<file path="src/rtl/apb4_req_arbiter_if.sv">
// ============================================================================
// Module      : apb4_req_arbiter_if
// Description : Two-requester front side plus bus-wrapper side of the arbiter.
// Revision    : 1.0
// ============================================================================
`default_nettype none

interface apb4_req_arbiter_if #(
    parameter int DATA_WIDTH = 32,
    parameter int ADDR_WIDTH = 32
);
    localparam int STRB_WIDTH = DATA_WIDTH / 8;

    // Requester side
    logic                  req0;
    logic                  req1;
    logic                  write0;
    logic                  write1;
    logic [ADDR_WIDTH-1:0] addr0;
    logic [ADDR_WIDTH-1:0] addr1;
    logic [DATA_WIDTH-1:0] wdata0;
    logic [DATA_WIDTH-1:0] wdata1;
    logic [STRB_WIDTH-1:0] strb0;
    logic [STRB_WIDTH-1:0] strb1;
    logic                  ack0;
    logic                  ack1;
    logic [DATA_WIDTH-1:0] rdata0;
    logic [DATA_WIDTH-1:0] rdata1;
    logic                  err0;
    logic                  err1;

    // Bus-wrapper side
    logic                  transfer;
    logic                  write;
    logic [ADDR_WIDTH-1:0] addr;
    logic [DATA_WIDTH-1:0] wdata;
    logic [STRB_WIDTH-1:0] strb;
    logic                  ready;
    logic [DATA_WIDTH-1:0] rdata;
    logic                  slverr;
    logic                  busy;

    modport slave (
        input  req0, req1, write0, write1, addr0, addr1,
               wdata0, wdata1, strb0, strb1,
               ready, rdata, slverr,
        output ack0, ack1, rdata0, rdata1, err0, err1,
               transfer, write, addr, wdata, strb, busy
    );

    modport master (
        output req0, req1, write0, write1, addr0, addr1,
               wdata0, wdata1, strb0, strb1,
               ready, rdata, slverr,
        input  ack0, ack1, rdata0, rdata1, err0, err1,
               transfer, write, addr, wdata, strb, busy
    );
endinterface

`default_nettype wire

</file>
<file path="src/rtl/apb4_req_arbiter.sv">
// ============================================================================
// Module      : apb4_req_arbiter
// Description : Round-robin arbiter of two requesters onto one APB4 wrapper,
//               with per-transfer wait timeout and post-abort drain.
// Revision    : 1.0
// ============================================================================
`default_nettype none

module apb4_req_arbiter #(
    parameter int DATA_WIDTH = 32,
    parameter int ADDR_WIDTH = 32,
    parameter int TIMEOUT    = 16
) (
    input  wire logic               clk,
    input  wire logic               rst_n,
    apb4_req_arbiter_if.slave       bus
);
    localparam int STRB_WIDTH = DATA_WIDTH / 8;
    localparam logic [7:0] c_timeout_last = 8'(TIMEOUT - 1);

    typedef enum logic [1:0] {
        ST_IDLE  = 2'd0,
        ST_XFER  = 2'd1,
        ST_DRAIN = 2'd2
    } state_t;

    state_t                r_state;
    logic                  r_last;
    logic [7:0]            r_wait_cnt;
    logic                  r_transfer;
    logic                  r_busy;
    logic                  r_write;
    logic [ADDR_WIDTH-1:0] r_addr;
    logic [DATA_WIDTH-1:0] r_wdata;
    logic [STRB_WIDTH-1:0] r_strb;
    logic                  r_ack0;
    logic                  r_ack1;
    logic                  r_err0;
    logic                  r_err1;
    logic [DATA_WIDTH-1:0] r_rdata0;
    logic [DATA_WIDTH-1:0] r_rdata1;

    logic w_elig0;
    logic w_elig1;
    logic w_any;
    logic w_grant1;

    // A requester being acked this cycle is masked so its stale REQ is ignored.
    assign w_elig0  = bus.req0 & ~r_ack0;
    assign w_elig1  = bus.req1 & ~r_ack1;
    assign w_any    = w_elig0 | w_elig1;
    assign w_grant1 = w_elig1 & (~w_elig0 | ~r_last);

    always_ff @(posedge clk or negedge rst_n) begin
        if (!rst_n) begin
            r_state    <= ST_IDLE;
            r_last     <= 1'b1;
            r_wait_cnt <= '0;
            r_transfer <= 1'b0;
            r_busy     <= 1'b0;
            r_write    <= 1'b0;
            r_addr     <= '0;
            r_wdata    <= '0;
            r_strb     <= '0;
            r_ack0     <= 1'b0;
            r_ack1     <= 1'b0;
            r_err0     <= 1'b0;
            r_err1     <= 1'b0;
            r_rdata0   <= '0;
            r_rdata1   <= '0;
        end else begin
            r_ack0 <= 1'b0;
            r_ack1 <= 1'b0;
            r_err0 <= 1'b0;
            r_err1 <= 1'b0;
            case (r_state)
                ST_IDLE: begin
                    if (w_any) begin
                        r_state    <= ST_XFER;
                        r_transfer <= 1'b1;
                        r_busy     <= 1'b1;
                        r_wait_cnt <= '0;
                        r_last     <= w_grant1;
                        r_write    <= w_grant1 ? bus.write1 : bus.write0;
                        r_addr     <= w_grant1 ? bus.addr1  : bus.addr0;
                        r_wdata    <= w_grant1 ? bus.wdata1 : bus.wdata0;
                        r_strb     <= w_grant1 ? bus.strb1  : bus.strb0;
                    end
                end
                ST_XFER: begin
                    // READY takes priority over the timeout on the same cycle.
                    if (bus.ready) begin
                        r_state    <= ST_IDLE;
                        r_transfer <= 1'b0;
                        r_busy     <= 1'b0;
                        if (r_last) begin
                            r_ack1 <= 1'b1;
                            r_err1 <= bus.slverr;
                            if (!r_write) r_rdata1 <= bus.rdata;
                        end else begin
                            r_ack0 <= 1'b1;
                            r_err0 <= bus.slverr;
                            if (!r_write) r_rdata0 <= bus.rdata;
                        end
                    end else if (r_wait_cnt == c_timeout_last) begin
                        r_state    <= ST_DRAIN;
                        r_transfer <= 1'b0;
                        if (r_last) begin
                            r_ack1   <= 1'b1;
                            r_err1   <= 1'b1;
                            r_rdata1 <= '0;
                        end else begin
                            r_ack0   <= 1'b1;
                            r_err0   <= 1'b1;
                            r_rdata0 <= '0;
                        end
                    end else begin
                        r_wait_cnt <= r_wait_cnt + 8'd1;
                    end
                end
                ST_DRAIN: begin
                    // The late completion of an aborted transfer is swallowed.
                    if (bus.ready) begin
                        r_state <= ST_IDLE;
                        r_busy  <= 1'b0;
                    end
                end
                default: begin
                    r_state    <= ST_IDLE;
                    r_transfer <= 1'b0;
                    r_busy     <= 1'b0;
                end
            endcase
        end
    end

    assign bus.transfer = r_transfer;
    assign bus.busy     = r_busy;
    assign bus.write    = r_write;
    assign bus.addr     = r_addr;
    assign bus.wdata    = r_wdata;
    assign bus.strb     = r_strb;
    assign bus.ack0     = r_ack0;
    assign bus.ack1     = r_ack1;
    assign bus.err0     = r_err0;
    assign bus.err1     = r_err1;
    assign bus.rdata0   = r_rdata0;
    assign bus.rdata1   = r_rdata1;

endmodule

`default_nettype wire

</file>
<file path="src/flat_wrapper.sv">
// flat-port wrapper written by rule: the top's interface ports become plain ports
module apb4_req_arbiter_flat 
#(
    parameter int DATA_WIDTH = 32,
    parameter int ADDR_WIDTH = 32,
    parameter int TIMEOUT    = 16
)
  (clk, rst_n, bus_req0, bus_req1, bus_write0, bus_write1, bus_addr0, bus_addr1, bus_wdata0, bus_wdata1, bus_strb0, bus_strb1, bus_ready, bus_rdata, bus_slverr, bus_ack0, bus_ack1, bus_rdata0, bus_rdata1, bus_err0, bus_err1, bus_transfer, bus_write, bus_addr, bus_wdata, bus_strb, bus_busy);
  apb4_req_arbiter_if #(.DATA_WIDTH(DATA_WIDTH), .ADDR_WIDTH(ADDR_WIDTH)) bus_i ();
  input  wire logic clk;
  input  wire logic rst_n;
  input wire logic [$bits(bus_i.req0)-1:0] bus_req0;
  input wire logic [$bits(bus_i.req1)-1:0] bus_req1;
  input wire logic [$bits(bus_i.write0)-1:0] bus_write0;
  input wire logic [$bits(bus_i.write1)-1:0] bus_write1;
  input wire logic [$bits(bus_i.addr0)-1:0] bus_addr0;
  input wire logic [$bits(bus_i.addr1)-1:0] bus_addr1;
  input wire logic [$bits(bus_i.wdata0)-1:0] bus_wdata0;
  input wire logic [$bits(bus_i.wdata1)-1:0] bus_wdata1;
  input wire logic [$bits(bus_i.strb0)-1:0] bus_strb0;
  input wire logic [$bits(bus_i.strb1)-1:0] bus_strb1;
  input wire logic [$bits(bus_i.ready)-1:0] bus_ready;
  input wire logic [$bits(bus_i.rdata)-1:0] bus_rdata;
  input wire logic [$bits(bus_i.slverr)-1:0] bus_slverr;
  output wire logic [$bits(bus_i.ack0)-1:0] bus_ack0;
  output wire logic [$bits(bus_i.ack1)-1:0] bus_ack1;
  output wire logic [$bits(bus_i.rdata0)-1:0] bus_rdata0;
  output wire logic [$bits(bus_i.rdata1)-1:0] bus_rdata1;
  output wire logic [$bits(bus_i.err0)-1:0] bus_err0;
  output wire logic [$bits(bus_i.err1)-1:0] bus_err1;
  output wire logic [$bits(bus_i.transfer)-1:0] bus_transfer;
  output wire logic [$bits(bus_i.write)-1:0] bus_write;
  output wire logic [$bits(bus_i.addr)-1:0] bus_addr;
  output wire logic [$bits(bus_i.wdata)-1:0] bus_wdata;
  output wire logic [$bits(bus_i.strb)-1:0] bus_strb;
  output wire logic [$bits(bus_i.busy)-1:0] bus_busy;
  assign bus_i.req0 = bus_req0;
  assign bus_i.req1 = bus_req1;
  assign bus_i.write0 = bus_write0;
  assign bus_i.write1 = bus_write1;
  assign bus_i.addr0 = bus_addr0;
  assign bus_i.addr1 = bus_addr1;
  assign bus_i.wdata0 = bus_wdata0;
  assign bus_i.wdata1 = bus_wdata1;
  assign bus_i.strb0 = bus_strb0;
  assign bus_i.strb1 = bus_strb1;
  assign bus_i.ready = bus_ready;
  assign bus_i.rdata = bus_rdata;
  assign bus_i.slverr = bus_slverr;
  assign bus_ack0 = bus_i.ack0;
  assign bus_ack1 = bus_i.ack1;
  assign bus_rdata0 = bus_i.rdata0;
  assign bus_rdata1 = bus_i.rdata1;
  assign bus_err0 = bus_i.err0;
  assign bus_err1 = bus_i.err1;
  assign bus_transfer = bus_i.transfer;
  assign bus_write = bus_i.write;
  assign bus_addr = bus_i.addr;
  assign bus_wdata = bus_i.wdata;
  assign bus_strb = bus_i.strb;
  assign bus_busy = bus_i.busy;
  apb4_req_arbiter #(.DATA_WIDTH(DATA_WIDTH), .ADDR_WIDTH(ADDR_WIDTH), .TIMEOUT(TIMEOUT)) u_core (.clk(clk), .rst_n(rst_n), .bus(bus_i));
endmodule
</file>
<file path="config.mk">
export PLATFORM = sky130hd
export DESIGN_NAME = apb4_req_arbiter_flat
export DESIGN_NICKNAME = d
export VERILOG_FILES = /design/src/rtl/apb4_req_arbiter_if.sv /design/src/rtl/apb4_req_arbiter.sv /design/src/flat_wrapper.sv
export SDC_FILE = /design/constraint.sdc
export NUM_CORES = 1
export LEC_CHECK = 0
export ABC_CLOCK_PERIOD_IN_PS = 5900
export BUFFER_PORTS_ARGS = -buffer_cell sky130_fd_sc_hd__buf_2
export CAP_MARGIN = 10
export CORE_AREA = 2 2 124 126
export DETAILED_ROUTE_END_ITERATION = 7
export DIE_AREA = 0 0 126 128
export PLACE_DENSITY_LB_ADDON = 0.2
export SYNTH_ARGS = -nofsm -noshare
export SYNTH_HDL_FRONTEND = slang
export SYNTH_SLANG_ARGS = --single-unit
</file>
<file path="constraint.sdc">
create_clock -name clk -period 5.9 [get_ports clk]
set_input_delay 0.295 -clock clk [delete_from_list [all_inputs] [get_ports clk]]
set_output_delay 0.295 -clock clk [all_outputs]
set_load 0.05 [all_outputs]
</file>
==> key figures <==
Timing
  • Final period utilization: between 40% and 50%
  • Number of slew-limit violations in the final report: 0
  • Remaining max-slew budget at the tightest pin: 27.0%
  • Min Tclk post-route: ~2800 ps
  • RSZ-0062 raised after global routing: no
  • Fin. Hold Viols: 0
  • Setup Total Neg Slack: 0 ps
  • Tightest Pin Transition: 1100 ps
  • Fin Clk Skew: 11.0 ps
  • Highest clock rate: 0.359 GHz
  • Total setup violations reported at the end of the flow: 0

Yosys
  • Adder-cell share of the synthesized area: less than 1%
  • Share of synthesized registers carrying an async set or reset: 100%
  • Post-synthesis area per instance: 12.1 um2
  • Yosys warns: 0
  • Fraction of synthesized cell area taken by the top area cell type: a little over half
  • Top flip-flop cell by instance count after synthesis: dfrtp_1
  • Largest cells by area after synthesis: dfrtp_1 (54%), mux2_4 (13%), mux2i_1 (9.9%)
  • Synthesized flop and latch total: 150
  • Sequential share of the synthesized area: 54.1%
  • Dominant combinational cell family by area after synthesis: multiplexers
  • Number of instances in the synthesized netlist: 576
  • Synth area leader: dfrtp_1
  • Simple-gate share of the synthesized area: 10.1%
  • Syn_nets: 756
  • Multiplexer fraction of the synthesized cell area: 23.7%
  • Complex-gate fraction of the synthesized area: 7.76%
  • Xor and xnor fraction of the mapped netlist area: 0%
  • Netlist area before placement: 6950 um2
  • Number of synthesized flops with an enable pin: 0
  • Number of different library cells in the post-synthesis netlist: 38

Drt
  • Number of vias in the routed layout: around 5400
  • First DRT Iteration DRCs: between 200 and 250
  • Drt via density: 4.99
  • Post-Route WL: 17600 um
  • Wire per inst: 16.3 um
  • Final antenna-violating net count: 0
  • Number of iterations in the first detailed-routing pass: 4
  • # DRC: 0

Finish
  • Layout cells sized above 1: 47.5%
  • Leading cell types in the layout, fill and taps excluded: buf_2 (313), dfrtp_1 (149), nand2_1 (78)
  • Filler cell count in the final layout: about 1200
  • Filler-free cell count of the finished design: 1079
  • Commonest non-fill, non-tap cell in the layout: buf_2
  • Relative area change from synthesis to final layout: 33.0%
  • Number of nets in the final layout: 1059
  • Area occupied by multi-input gates: 2960 um2
  • Storage cell area: between 3000 and 4000 um2
  • Antenna diodes: 0

Clock tree
  • Clk Latency, worst-skew pair: about 420 ps
  • Total number of clock tree sinks: 150
  • Clock Path Buffers: 2
  • TritonCTS clock tree: done
  • Master cell of the clock root buffer: clkbuf_16
  • Clk pin slew, worst setup/hold paths: approximately 60 ps
  • CTS HTree Levels: 4
  • CTS buffer count: 17

Worst setup path
  • Critical path startpoint: u_core.r_wait_cnt[5]$_DFFE_PN0P_
  • Data arrival time of the worst path: 3080 ps
  • Endpoint type of the worst setup path: flip-flop
  • WS Path Type: flip-flop to flip-flop
  • Required time of the worst setup path: 6200 ps
  • Reg2Reg Launch Point: u_core.r_wait_cnt[5]$_DFFE_PN0P_
  • Maximum fanout along the worst path: 32
  • Setup crit start kind: flip-flop

Global route
  • Wire length of the first global-routing pass: 28100 um
  • Number of global-route vias before repair: approximately 5500
  • Largest net degree at the start of global routing: 133
  • Number of antenna violations at the first check in global routing: 2
  • Global router's overall resource usage: 21.9%
  • GRT Residual Overflow: 0

Placement
  • Port Buffer Count: 314
  • Total placed cells including tap cells: ~1000
  • Final HPWL DP: 12800 um
  • Global placer's final weighted congestion: 0.785

Pwr
  • Pwr per Cell Area: 646 nW/um2
  • Pleak: 5.10 nW
  • Highest ir drop seen on vdd: about 0.00034 V
  • Post-layout total power: 5.97 mW

Floorplan
  • I/O pins: 315
  • Die Y-Extent: approximately 130 um
  • Starting utilization of the core area: 46.7%
  • Die Width: approximately 130 um
  • Die outline area: 16100 um2
  • Core footprint: about 15000 um2
  • Number of cell rows: 45

Worst hold path
  • Classification of the worst-slack hold path: primary input to flip-flop
  • HP Start: bus_addr1[12]

Status
  • Outcome: finished, final reports clean

Job
  • Count of maximum capacitance violations: 0
## stage by stage
stage	setup WS (ps)	hold WS, ps	area [um2]	util, %
floorplan	3800	-0.591	6950	-
global placement	3180	316	8600	57.8
detailed placement	3120	338	8600	57.8
CTS	3090	142	9240	62.1
global route	2970	171	9240	62.1
finish	3110	159	9240	62.1
## flip-flops by register name (all words and copies together) (netlist names), 2 cells and up
| register | cells |
|---|---|
| u_core.bus.rdata0 | 32 |
| u_core.bus.rdata1 | 32 |
| u_core.r_state | 2 |
| u_core.bus.addr | 32 |
| u_core.r_wait_cnt | 8 |
| u_core.bus.wdata | 32 |
| u_core.bus.strb | 4 |
## layout make-up
class                      instances  share of cell area [%]
timing repair buffer             320                    17.6
clock buffer                      20                    4.94
tap                              188                    2.55
multi-input combinational        382                    32.1
inverter                           8                   0.325
clock inverter                    11                    1.87
sequential                       150                    40.6
## cells by family after synthesis
family | Yosys count
mux | 134
buf+inv | 44
compound gates | 96
simple gates | 148
fa+ha+maj | 4
flops | 150
## worst max-delay path, cell delays in order (launching register included)
cell and delay, ps:
dfrtp_1 420, or4_4 580, o31ai_2 300, and3_2 930
mux2_2 420
## where the power goes
group / internal (mW) / switching [mW]
Sequential: 1.47 / 0.241
Combinational: 0.862 / 2.25
Clock: 0.730 / 0.423
Total: 3.06 / 2.91
## synth_stat cells (4+ instances only)
cell / number
inv_1: 8
a21oi_1: 4
mux2_2: 5
buf_2: 6
nor2b_1: 4
o21ai_0: 76
nor3_1: 7
and2_1: 33
nand3_1: 6
mux2i_1: 69
clkbuf_1: 22
nand2_1: 78
buf_6: 4
mux2_4: 60
nor2_1: 9
nand2b_1: 4
a22o_1: 4
ha_1: 4
dfrtp_1: 149
## path summary, 6_finish.rpt
| check | slack (ps) | to | cells after the start |
|---|---|---|---|
| min in group asynchronous | 430 | u_core.bus.rdata0[5]$_DFFE_PN0P_ | 2 |
| max in group asynchronous | 3950 | u_core.bus.rdata0[21]$_DFFE_PN0P_ | 3 |
| worst min-delay path | 160 | u_core.bus.addr[12]$_DFFE_PN0P_ | 3 |
| worst min register to register | 480 | u_core.bus.wdata[15]$_DFFE_PN0P_ | 2 |
| worst max register to register | 3110 | u_core.bus.rdata1[0]$_DFFE_PN0P_ | 4 |
| worst max-delay path | 3110 | u_core.bus.rdata1[0]$_DFFE_PN0P_ | 4 |
## routing by layer
layer | wire length, um | share of wire (%) | global-route usage [%] | vias to the layer above
li1 | - | - | - | 2601
met1 | 7370 | 42 | 27.0 | 2528
met2 | 8670 | 49 | 36.7 | 215
met3 | 1210 | 6.9 | 6.01 | 32
met4 | 346 | 2.0 | 8.47 | 4
met5 | 27 | 0.15 | 0 | -
## timing repair
item | CTS | global route
setup buffers | 0 | 0
gates resized for setup | 0 | 0
hold buffers | 1 | 0
hold endpoints to repair | 64 | 0
Power figures use the tool's default switching activity.
